**src/rtl/seq_event_monitor_pkg.sv**
```systemverilog
// Shared encodings and sizing helpers for the sequence event monitor.
package seq_event_monitor_pkg;

  localparam int unsigned ST_W      = 2;
  localparam int unsigned WIN_CNT_W = 8;

  typedef enum logic [ST_W-1:0] {
    ST_IDLE   = 2'd0,
    ST_WINDOW = 2'd1,
    ST_ALARM  = 2'd2,
    ST_RSVD   = 2'd3
  } state_t;

  // Window timer only has to hold WIN_LEN-1.
  function automatic int unsigned timer_w(input int unsigned win_len);
    return (win_len < 2) ? 1 : $clog2(win_len);
  endfunction

endpackage

```
**src/rtl/seq_event_monitor_rise_edge_det.sv**
```systemverilog
// Registered copy of a detector output plus its rising-edge term.
module rise_edge_det (
  input  logic clk,
  input  logic rst,
  input  logic d,
  output logic q_d,
  output logic rise
);

  logic r_q;

  always_ff @(posedge clk or posedge rst) begin
    if (rst) r_q <= 1'b0;
    else     r_q <= d;
  end

  assign q_d  = r_q;
  assign rise = d & ~r_q;

endmodule

```
**src/rtl/seq_event_monitor.sv**
```systemverilog
// Event monitor: rising-edge event count plus windowed threshold alarm.
// Build option: define ALARM_LATCH_EN to make the alarm sticky until clr/rst.
module seq_event_monitor
  import seq_event_monitor_pkg::*;
#(
  parameter int unsigned CNT_W   = 8,
  parameter int unsigned WIN_LEN = 16,
  parameter int unsigned THRESH  = 3
) (
  input  logic                 clk,
  input  logic                 rst,
  input  logic                 det_in,
  input  logic                 clr,
  output logic                 evt_pulse,
  output logic [CNT_W-1:0]     total_cnt,
  output logic [WIN_CNT_W-1:0] win_cnt,
  output logic                 alarm
);

  localparam int unsigned           TW           = timer_w(WIN_LEN);
  localparam logic [TW-1:0]         TIMER_RELOAD = TW'(WIN_LEN - 1);
  localparam logic [WIN_CNT_W-1:0]  THRESH_V     = WIN_CNT_W'(THRESH);
  localparam bit                    START_ALARM  = (THRESH <= 1);

  logic                 w_det_q, w_evt;
  state_t               r_state, w_state_nxt;
  logic [TW-1:0]        r_timer, w_timer_nxt;
  logic [WIN_CNT_W-1:0] r_win, w_win_nxt, w_win_inc;
  logic                 r_alarm, w_alarm_nxt;
  logic [CNT_W-1:0]     r_total;
  logic                 r_evt;

  rise_edge_det u_rise (
    .clk  (clk),
    .rst  (rst),
    .d    (det_in),
    .q_d  (w_det_q),
    .rise (w_evt)
  );

  always_comb assert (!(w_evt && w_det_q));

  assign w_win_inc = (r_win == '1) ? r_win : r_win + WIN_CNT_W'(1);

  always_comb begin
    w_state_nxt = r_state;
    w_timer_nxt = r_timer;
    w_win_nxt   = r_win;
    w_alarm_nxt = r_alarm;
    case (r_state)
      ST_IDLE: begin
        if (w_evt) begin
          w_state_nxt = START_ALARM ? ST_ALARM : ST_WINDOW;
          w_win_nxt   = WIN_CNT_W'(1);
          w_timer_nxt = TIMER_RELOAD;
          w_alarm_nxt = START_ALARM;
        end
      end
      ST_WINDOW, ST_ALARM: begin
`ifdef ALARM_LATCH_EN
        if (r_state == ST_ALARM) begin
          if (w_evt) w_win_nxt = w_win_inc;
        end else
`endif
        // Expiry beats threshold: an event on the expiry edge opens a fresh window.
        if (r_timer == '0) begin
          w_alarm_nxt = 1'b0;
          if (w_evt) begin
            w_state_nxt = START_ALARM ? ST_ALARM : ST_WINDOW;
            w_win_nxt   = WIN_CNT_W'(1);
            w_timer_nxt = TIMER_RELOAD;
            w_alarm_nxt = START_ALARM;
          end else begin
            w_state_nxt = ST_IDLE;
            w_win_nxt   = '0;
          end
        end else begin
          w_timer_nxt = r_timer - TW'(1);
          if (w_evt) begin
            w_win_nxt = w_win_inc;
            if (w_win_inc >= THRESH_V) begin
              w_state_nxt = ST_ALARM;
              w_alarm_nxt = 1'b1;
            end
          end
        end
      end
      default: begin
        w_state_nxt = ST_IDLE;
        w_timer_nxt = '0;
        w_win_nxt   = '0;
        w_alarm_nxt = 1'b0;
      end
    endcase
    if (clr) begin
      w_state_nxt = ST_IDLE;
      w_timer_nxt = '0;
      w_win_nxt   = '0;
      w_alarm_nxt = 1'b0;
    end
  end

  always_ff @(posedge clk or posedge rst) begin
    if (rst) begin
      r_state <= ST_IDLE;
      r_timer <= '0;
      r_win   <= '0;
      r_alarm <= 1'b0;
      r_total <= '0;
      r_evt   <= 1'b0;
    end else begin
      r_state <= w_state_nxt;
      r_timer <= w_timer_nxt;
      r_win   <= w_win_nxt;
      r_alarm <= w_alarm_nxt;
      r_evt   <= w_evt & ~clr;
      if (clr)                         r_total <= '0;
      else if (w_evt && r_total != '1) r_total <= r_total + CNT_W'(1);
    end
  end

  assign evt_pulse = r_evt;
  assign total_cnt = r_total;
  assign win_cnt   = r_win;
  assign alarm     = r_alarm;

endmodule

```
**config.mk**
```make
export PLATFORM = sky130hd
export DESIGN_NAME = seq_event_monitor
export DESIGN_NICKNAME = d
export VERILOG_FILES = /design/src/rtl/seq_event_monitor_pkg.sv /design/src/rtl/seq_event_monitor_rise_edge_det.sv /design/src/rtl/seq_event_monitor.sv
export SDC_FILE = /design/constraint.sdc
export NUM_CORES = 1
export LEC_CHECK = 0
export BUFFER_PORTS_ARGS = -buffer_cell sky130_fd_sc_hd__clkbuf_2
export CORE_MARGIN = 2
export CORE_UTILIZATION = 45
export DETAILED_ROUTE_END_ITERATION = 10
export GPL_ROUTABILITY_DRIVEN = 0
export PLACE_DENSITY = 0.73
export SLEW_MARGIN = 20
export SYNTH_ARGS = -nofsm -noshare
export SYNTH_HDL_FRONTEND = slang
export SYNTH_HIERARCHICAL = 1
export SYNTH_SLANG_ARGS = --single-unit
```
**constraint.sdc**
```tcl
create_clock -name clk -period 6.2 [get_ports clk]
set_input_delay 0.31 -clock clk [delete_from_list [all_inputs] [get_ports clk]]
set_output_delay 0.31 -clock clk [all_outputs]
set_load 0.01 [all_outputs]
```
==> impl_metrics.prom, run 1 <==
# TYPE chip_impl_metric gauge
chip_impl_info{name="outcome",value="completed"} 1
chip_impl_info{name="grt_setup_unrepaired",value="no"} 1
chip_impl_metric{name="postRouteAntennaNets",unit=""} 0
chip_impl_metric{name="clockBufferDepth",unit=""} 2
chip_impl_info{name="worstHoldStart",value="det_in"} 1
chip_impl_metric{name="grt_antenna_before_repair",unit=""} 0
chip_impl_metric{name="slack_of_the_worst_reg_to_reg_path",unit="ns"} 3.86
chip_impl_metric{name="postSynthAreaPerCell",unit="sq um"} 9.10
chip_impl_info{name="synth_ff_type",value="sky130_fd_sc_hd__dfrtp_1"} 1
chip_impl_metric{name="clock_power_share",unit="%"} 18.9
chip_impl_metric{name="starting_density",unit="%"} 47.8
chip_impl_metric{name="cellInternalPower",unit="uW"} 230
chip_impl_metric{name="power.share.combinational",unit="%"} 28.8
chip_impl_info{name="post-synth-top-count-cell",value="sky130_fd_sc_hd__dfrtp_1"} 1
chip_impl_info{name="timing.rr.start",value="win_cnt[0]"} 1
chip_impl_metric{name="clock_tree.htree_level_count",unit=""} 1
chip_impl_metric{name="top_level_ports",unit=""} 22
chip_impl_metric{name="sequentialPowerShare",unit="%"} 52.2
chip_impl_metric{name="p_sw_share",unit="%"} 33.7
chip_impl_info{name="critical_path.top_delay_family",value="compound AO/OA/AOI/OAI gates"} 1
chip_impl_info{name="reg2reg_to",value="r_state[1]"} 1
chip_impl_info{name="worstPathCellList",value="ha_1 > and3_1 > xor2_1 > a2111oi_0 > o221ai_1 > nand2_1 > mux2_1"} 1
chip_impl_metric{name="fraction_of_the_yosys_area_taken_by_sequential_cells",unit="%"} 40.5
chip_impl_metric{name="grt_overflow_total",unit=""} 0
chip_impl_metric{name="totalNegativeSetupSlack",unit="ns"} 0
chip_impl_metric{name="yosys_warnings",unit=""} 6
chip_impl_metric{name="async_flop_share",unit="%"} 100
chip_impl_metric{name="post_synth_num_cell_types",unit=""} 47
chip_impl_metric{name="synthesis.area",unit="sq um"} 1480
chip_impl_metric{name="worstPathMaxFanout",unit=""} 10
chip_impl_metric{name="grt_pass1_wl",unit="um"} 5290
chip_impl_metric{name="post_cts_buffers",unit=""} 0
chip_impl_metric{name="hold_path_depth",unit=""} 1
chip_impl_metric{name="required",unit="ns"} 6.40
chip_impl_metric{name="r2r_cells",unit=""} 7
chip_impl_metric{name="power",unit="uW"} 346
chip_impl_metric{name="drt-pass1-iter-count",unit=""} 4
chip_impl_metric{name="cts.reportedPaths.clkPinSlew",unit="ns"} 0.13
chip_impl_info{name="crit_path_end_kind",value="register"} 1
chip_impl_info{name="worst_hold_path_type",value="in2reg"} 1
chip_impl_metric{name="edff_count_synth",unit=""} 0
chip_impl_metric{name="finalWirelength",unit="um"} 3060
chip_impl_metric{name="via_per_inst",unit=""} 5.86
chip_impl_metric{name="grt_start_max_net_pins",unit=""} 24
chip_impl_metric{name="cts_buffers",unit=""} 3
chip_impl_metric{name="route.vias.total",unit=""} 1313
chip_impl_metric{name="wl_per_cell",unit="um"} 13.7
chip_impl_metric{name="grt_pass1_vias",unit=""} 1231
chip_impl_metric{name="drt_drc_violations_left",unit=""} 0
chip_impl_metric{name="finalSetupViolCount",unit=""} 0
chip_impl_metric{name="worstPathBufferInverterCount",unit=""} 0
chip_impl_metric{name="layout-drive-gt1-share",unit="%"} 17.2
chip_impl_info{name="clock_tree_from_tritoncts",value="done"} 1
chip_impl_metric{name="maxCapViolations",unit=""} 0
chip_impl_metric{name="max_slew_margin",unit="%"} 41.3
chip_impl_metric{name="place.port_buffers",unit=""} 21
chip_impl_metric{name="area.sequential",unit="sq um"} 601
chip_impl_metric{name="tightest_slew",unit="ns"} 0.880
chip_impl_info{name="slowest_stage",value="sky130_fd_sc_hd__dfrtp_1"} 1
chip_impl_metric{name="fp-row-count",unit=""} 20
chip_impl_metric{name="timing_max_transition_violations_final",unit=""} 0
chip_impl_metric{name="power.density_cell_area",unit="nW/um^2"} 214
chip_impl_metric{name="number_of_synthesized_register_bits",unit=""} 24
chip_impl_metric{name="nNetsFinal",unit=""} 192
chip_impl_metric{name="antenna_diode_count",unit=""} 0
chip_impl_metric{name="worstPathArrival",unit="ns"} 2.54
chip_impl_info{name="worst_setup_path_class",value="reg2reg"} 1
chip_impl_metric{name="die_h",unit="um"} 61.4
chip_impl_metric{name="power_leakage",unit="uW"} 0.000748
chip_impl_metric{name="drt_first_iter_violations",unit=""} 69
chip_impl_metric{name="cts_hold_buf",unit=""} 1
chip_impl_metric{name="die_w",unit="um"} 61.4
chip_impl_metric{name="dp_hpwl",unit="um"} 2220
chip_impl_metric{name="fillcell_total",unit=""} 302
chip_impl_metric{name="critPathMaxStageDelay",unit="ns"} 0.47
chip_impl_metric{name="multi_input_comb_area",unit="sq um"} 787
chip_impl_metric{name="synthToLayoutAreaGrowth",unit="%"} 9.11
chip_impl_metric{name="post_dp_cell_area",unit="sq um"} 1590
chip_impl_metric{name="track_usage",unit="%"} 18.4
chip_impl_metric{name="achievable-frequency",unit="MHz"} 428
chip_impl_metric{name="fin_skew",unit="ns"} 0.00781
chip_impl_metric{name="synth_top_area_share",unit="%"} 40.5
chip_impl_info{name="post-synth-top-area-cell",value="sky130_fd_sc_hd__dfrtp_1"} 1
chip_impl_metric{name="layout_worst_path_cycle_share",unit="%"} 37.7
chip_impl_info{name="netlist_top_cells_area",value="sky130_fd_sc_hd__dfrtp_1 41%, sky130_fd_sc_hd__ha_1 5.1%, sky130_fd_sc_hd__nand2_1 4.6%"} 1
chip_impl_metric{name="synthCells",unit=""} 163
chip_impl_info{name="clockRootBuffer",value="sky130_fd_sc_hd__clkbuf_4"} 1
chip_impl_metric{name="p_switching",unit="uW"} 117
chip_impl_metric{name="finalHoldViolations",unit=""} 0
chip_impl_metric{name="cp.depth",unit=""} 7
chip_impl_metric{name="final_area",unit="sq um"} 1620
chip_impl_metric{name="postCtsResizedCells",unit=""} 0
chip_impl_metric{name="finalCriticalPeriod",unit="ns"} 2.34
chip_impl_metric{name="insertion_delay",unit="ns"} 0.30
chip_impl_metric{name="floorplan.core_area",unit="sq um"} 3100
chip_impl_metric{name="syn_nets",unit=""} 173
chip_impl_metric{name="irDropWorstVdd",unit="uV"} 130
chip_impl_info{name="synth.cells.most_frequent",value="24 x sky130_fd_sc_hd__dfrtp_1, 18 x sky130_fd_sc_hd__nand2_1, 13 x sky130_fd_sc_hd__a21oi_1"} 1
chip_impl_info{name="worst_setup_path_start_kind",value="register"} 1
chip_impl_metric{name="cts_sinks",unit=""} 24
chip_impl_metric{name="die_area",unit="sq um"} 3770
chip_impl_info{name="min_to",value="u_rise/q_d"} 1
-- worst max-delay path by stage --
stage / from / to / slack [ns]
2_1_floorplan: win_cnt[0] / r_state[1] / 4.04
3_3_place_gp: win_cnt[0] / r_state[1] / 4.01
3_5_place_dp: win_cnt[0] / r_state[1] / 3.88
4_1_cts: win_cnt[0] / r_state[1] / 3.86
5_1_grt: win_cnt[0] / r_state[1] / 3.64
6_report: win_cnt[0] / r_state[1] / 3.86
-- cells in the final DEF (no fill, tap or decap), drive strengths merged, types with 3 or more instances in the layout --
cell type,netlist,routed
dfrtp,24,24
nor2,11,11
clkbuf,3,24
o21ai,12,12
nand3,5,5
nand3b,3,3
nand2,18,18
xor2,5,5
a21oi,13,13
nor2b,4,4
and3,6,6
ha,6,6
nand4,5,5
inv,10,10
-- power by group through the flow --
stage	logic, uW	clock network (uW)	registers (uW)
floorplan	85.8	0	182
global placement	95.4	0	182
detailed placement	98.8	0	183
CTS	99.5	68.9	180
global route	113	76.8	183
finish	99.9	65.6	181
-- state kept, by name (all words and copies together) (netlist names) --
signal	flops
total_cnt	8
win_cnt	8
r_timer	4
r_state	2
evt_pulse	1
u_rise/q_d	1
-- through the flow --
step	hold WS, ns	instances	setup WS, ns	util (%)
2_1_floorplan	0.0387	163	4.04	-
3_3_place_gp	0.137	220	4.01	51.1
3_5_place_dp	0.140	220	3.88	51.1
4_1_cts	0.117	224	3.86	52.1
5_1_grt	0.107	224	3.64	52.1
6_report	0.125	224	3.86	52.1
-- final cells by class --
type | count | share of cell area [%]
inverters | 10 | 2.32
clock buffers | 3 | 1.39
well taps | 44 | 3.40
multi-input cells | 121 | 48.6
flip-flops and latches | 24 | 37.1
repair buffers | 22 | 7.12
-- kinds of logic after synthesis --
group	Yosys count	synth area share (%)
AND/OR/NAND/NOR	64	23.5
AO/OA/AOI/OAI	43	19.5
flip-flops	24	40.5
buffers and inverters	18	6.41
XOR/XNOR	6	3.54
adder cells (fa/ha/maj)	6	5.06
multiplexers	2	1.43
-- routing by layer --
metal | global-route usage, % | up-vias | share of wire [%]
met1 | 25.0 | 640 | 46
met2 | 32.1 | 45 | 49
met5 | 0 | - | 0
met3 | 1.89 | 2 | 4.9
li1 | - | 626 | -
met4 | 3.95 | 0 | 0.42
Note: power is estimated with default switching activity, not from simulation.
==> inputs of run 2 (changes only) <==
--- a/config.mk
+++ b/config.mk
@@ -10,7 +10,7 @@
 export CORE_UTILIZATION = 45
 export DETAILED_ROUTE_END_ITERATION = 10
 export GPL_ROUTABILITY_DRIVEN = 0
-export PLACE_DENSITY = 0.73
+export PLACE_DENSITY = 0.76
 export SLEW_MARGIN = 20
 export SYNTH_ARGS = -nofsm -noshare
 export SYNTH_HDL_FRONTEND = slang
==> constraint.sdc (replaced) <==
create_clock -name clk -period 2 [get_ports clk]
set_input_delay 0.1 -clock clk [delete_from_list [all_inputs] [get_ports clk]]
set_output_delay 0.1 -clock clk [all_outputs]
set_load 0.01 [all_outputs]
==> impl_metrics.prom, run 2 (same netlist as run 1, synthesis figures left out) <==
# TYPE chip_impl_metric gauge
chip_impl_metric{name="drt_first_iter_violations",unit=""} 118
chip_impl_info{name="worst_setup_path_start_kind",value="register"} 1
chip_impl_metric{name="grt_overflow_total",unit=""} 0
chip_impl_metric{name="track_usage",unit="%"} 20.2
chip_impl_metric{name="required",unit="ns"} 2.24
chip_impl_info{name="worst_hold_path_type",value="in2async"} 1
chip_impl_metric{name="place.port_buffers",unit=""} 21
chip_impl_metric{name="top_level_ports",unit=""} 22
chip_impl_metric{name="timing_max_transition_violations_final",unit=""} 0
chip_impl_metric{name="power",unit="uW"} 1370
chip_impl_metric{name="number_of_placed_cells_counting_well_taps",unit=""} 233
chip_impl_metric{name="drt-pass1-iter-count",unit=""} 4
chip_impl_metric{name="route.vias.total",unit=""} 1412
chip_impl_metric{name="antenna_diode_count",unit=""} 0
chip_impl_metric{name="irDropWorstVdd",unit="uV"} 547
chip_impl_metric{name="power.density_cell_area",unit="nW/um^2"} 748
chip_impl_metric{name="wl_per_cell",unit="um"} 15.1
chip_impl_metric{name="floorplan.core_area",unit="sq um"} 3100
chip_impl_metric{name="grt_pass1_wl",unit="um"} 5820
chip_impl_metric{name="maxCapViolations",unit=""} 0
chip_impl_metric{name="dp_hpwl",unit="um"} 2430
chip_impl_metric{name="critPathMaxStageDelay",unit="ns"} 0.44
chip_impl_info{name="outcome",value="completed"} 1
chip_impl_metric{name="worstPathArrival",unit="ns"} 2.19
chip_impl_metric{name="finalHoldViolations",unit=""} 0
chip_impl_info{name="most_common_library_cell_in_the_layout_ignoring_fill_and_taps",value="sky130_fd_sc_hd__dfrtp_1"} 1
chip_impl_metric{name="achievable-frequency",unit="MHz"} 511
chip_impl_metric{name="worstPathMaxFanout",unit=""} 7
chip_impl_info{name="layout.cells.most_common_list",value="24 x sky130_fd_sc_hd__dfrtp_1, 21 x sky130_fd_sc_hd__clkbuf_2, 17 x sky130_fd_sc_hd__nand2_1, 13 x sky130_fd_sc_hd__a21oi_1, 13 x sky130_fd_sc_hd__buf_4"} 1
chip_impl_metric{name="fp-row-count",unit=""} 20
chip_impl_info{name="slowest_stage",value="sky130_fd_sc_hd__dfrtp_1"} 1
chip_impl_metric{name="stdcell_count",unit=""} 242
chip_impl_metric{name="area.sequential",unit="sq um"} 601
chip_impl_metric{name="cts_sinks",unit=""} 24
chip_impl_metric{name="grt_antenna_before_repair",unit=""} 0
chip_impl_metric{name="power_leakage",unit="uW"} 0.000849
chip_impl_metric{name="synthToLayoutAreaGrowth",unit="%"} 23.7
chip_impl_metric{name="layout_worst_path_cycle_share",unit="%"} 97.9
chip_impl_metric{name="via_per_inst",unit=""} 5.83
chip_impl_metric{name="worstPathBufferInverterCount",unit=""} 2
chip_impl_metric{name="finalWirelength",unit="um"} 3660
chip_impl_metric{name="cts.reportedPaths.clkPinSlew",unit="ns"} 0.16
chip_impl_metric{name="cts_buffers",unit=""} 3
chip_impl_metric{name="finalCriticalPeriod",unit="ns"} 1.96
chip_impl_metric{name="multi_input_comb_area",unit="sq um"} 843
chip_impl_metric{name="die_area",unit="sq um"} 3770
chip_impl_metric{name="fillcell_total",unit=""} 287
chip_impl_metric{name="layout-drive-gt1-share",unit="%"} 29.3
chip_impl_metric{name="nNetsFinal",unit=""} 209
chip_impl_metric{name="clock_tree.htree_level_count",unit=""} 1
chip_impl_metric{name="final_critical_path_setup_slack",unit="ns"} 0.0422
chip_impl_metric{name="fin_skew",unit="ns"} 0.0213
chip_impl_metric{name="starting_density",unit="%"} 47.8
chip_impl_info{name="crit_path_end_kind",value="register"} 1
chip_impl_metric{name="tightest_slew",unit="ns"} 0.367
chip_impl_metric{name="grt_pass1_vias",unit=""} 1395
chip_impl_info{name="clockRootBuffer",value="sky130_fd_sc_hd__clkbuf_4"} 1
chip_impl_metric{name="grt_start_max_net_pins",unit=""} 24
chip_impl_metric{name="postRouteAntennaNets",unit=""} 0
chip_impl_metric{name="finalSetupViolCount",unit=""} 0
chip_impl_metric{name="clockBufferDepth",unit=""} 2
chip_impl_metric{name="drt_drc_violations_left",unit=""} 0
chip_impl_metric{name="insertion_delay",unit="ns"} 0.33
chip_impl_info{name="critical_path.top_delay_family",value="simple AND/OR/NAND/NOR gates"} 1
chip_impl_metric{name="max_slew_margin",unit="%"} 75.5
chip_impl_info{name="clock_tree_from_tritoncts",value="done"} 1
chip_impl_metric{name="die_w",unit="um"} 61.4
chip_impl_info{name="worstPathCellList",value="inv_2 > ha_1 > or3b_4 > buf_6 > and2_4 > o21ai_4 > nand2_2 > mux2_1"} 1
chip_impl_metric{name="worst_setup_slack_after_placement",unit="ns"} -0.0662
chip_impl_metric{name="die_h",unit="um"} 61.4
chip_impl_info{name="worst_setup_path_class",value="reg2reg"} 1
-- run 2: cell type report --
cell class	count	area share (%)
clock buffer	3	1.23
clock inverter	1	1.64
inverter	10	2.05
multi-input combinational	122	46.0
sequential	24	32.7
tap	44	3.00
timing repair buffer	38	13.4
-- run 2: per-layer routing --
metal / GRT usage [%] / wire (um) / up-vias
met5: 0 / 0 / -
met4: 2.43 / 0 / 0
met3: 3.78 / 155 / 0
met2: 36.9 / 1880 / 43
met1: 25.7 / 1620 / 711
li1: - / - / 658
-- run 2: through the flow --
step	util (%)	hold slack (ns)	setup TNS [ns]	area, sq um
final	59.1	0.151	0	1830
after CTS	57.0	0.148	0	1770
after global placement	54.3	-0.0716	0	1690
after floorplan	-	-0.171	-0.118	1490
after detailed placement	54.3	-0.0630	-0.0662	1690
after global routing	59.1	0.155	-0.0430	1830
-- run 2: worst paths after layout --
| kind | startpoint | endpoint | slack [ns] | depth (start not counted) |
|---|---|---|---|---|
| setup / recovery | r_timer[1] | r_state[1] | 0.04 | 8 |
| hold / removal | rst | u_rise/q_d | 0.15 | 3 |
| setup reg to reg | r_timer[1] | r_state[1] | 0.04 | 8 |
| hold reg to reg | r_state[0] | r_state[0] | 0.59 | 1 |
| max in group asynchronous | rst | total_cnt[0] | 1.40 | 4 |
| min in group clk | clr | total_cnt[2] | 0.19 | 2 |
-- run 2: where the power goes --
group | switching, uW | leakage, uW | internal, uW
logic | 244 | 0.000494 | 213
clock network | 159 | 0.0000279 | 203
registers | 32.5 | 0.000327 | 521
-- run 2: repair_timing --
item	CTS	global route
cloned	0	1
hold buffers	2	0
endpoints found under the setup margin	1	5
resized for setup	3	10
setup buffers	0	2
hold endpoints to repair	25	0
pin swaps	1	3
-- run 2: worst min-delay path: cells and delay by family --
family	cells	cell delay (ns)
buffers and inverters	3	0.69
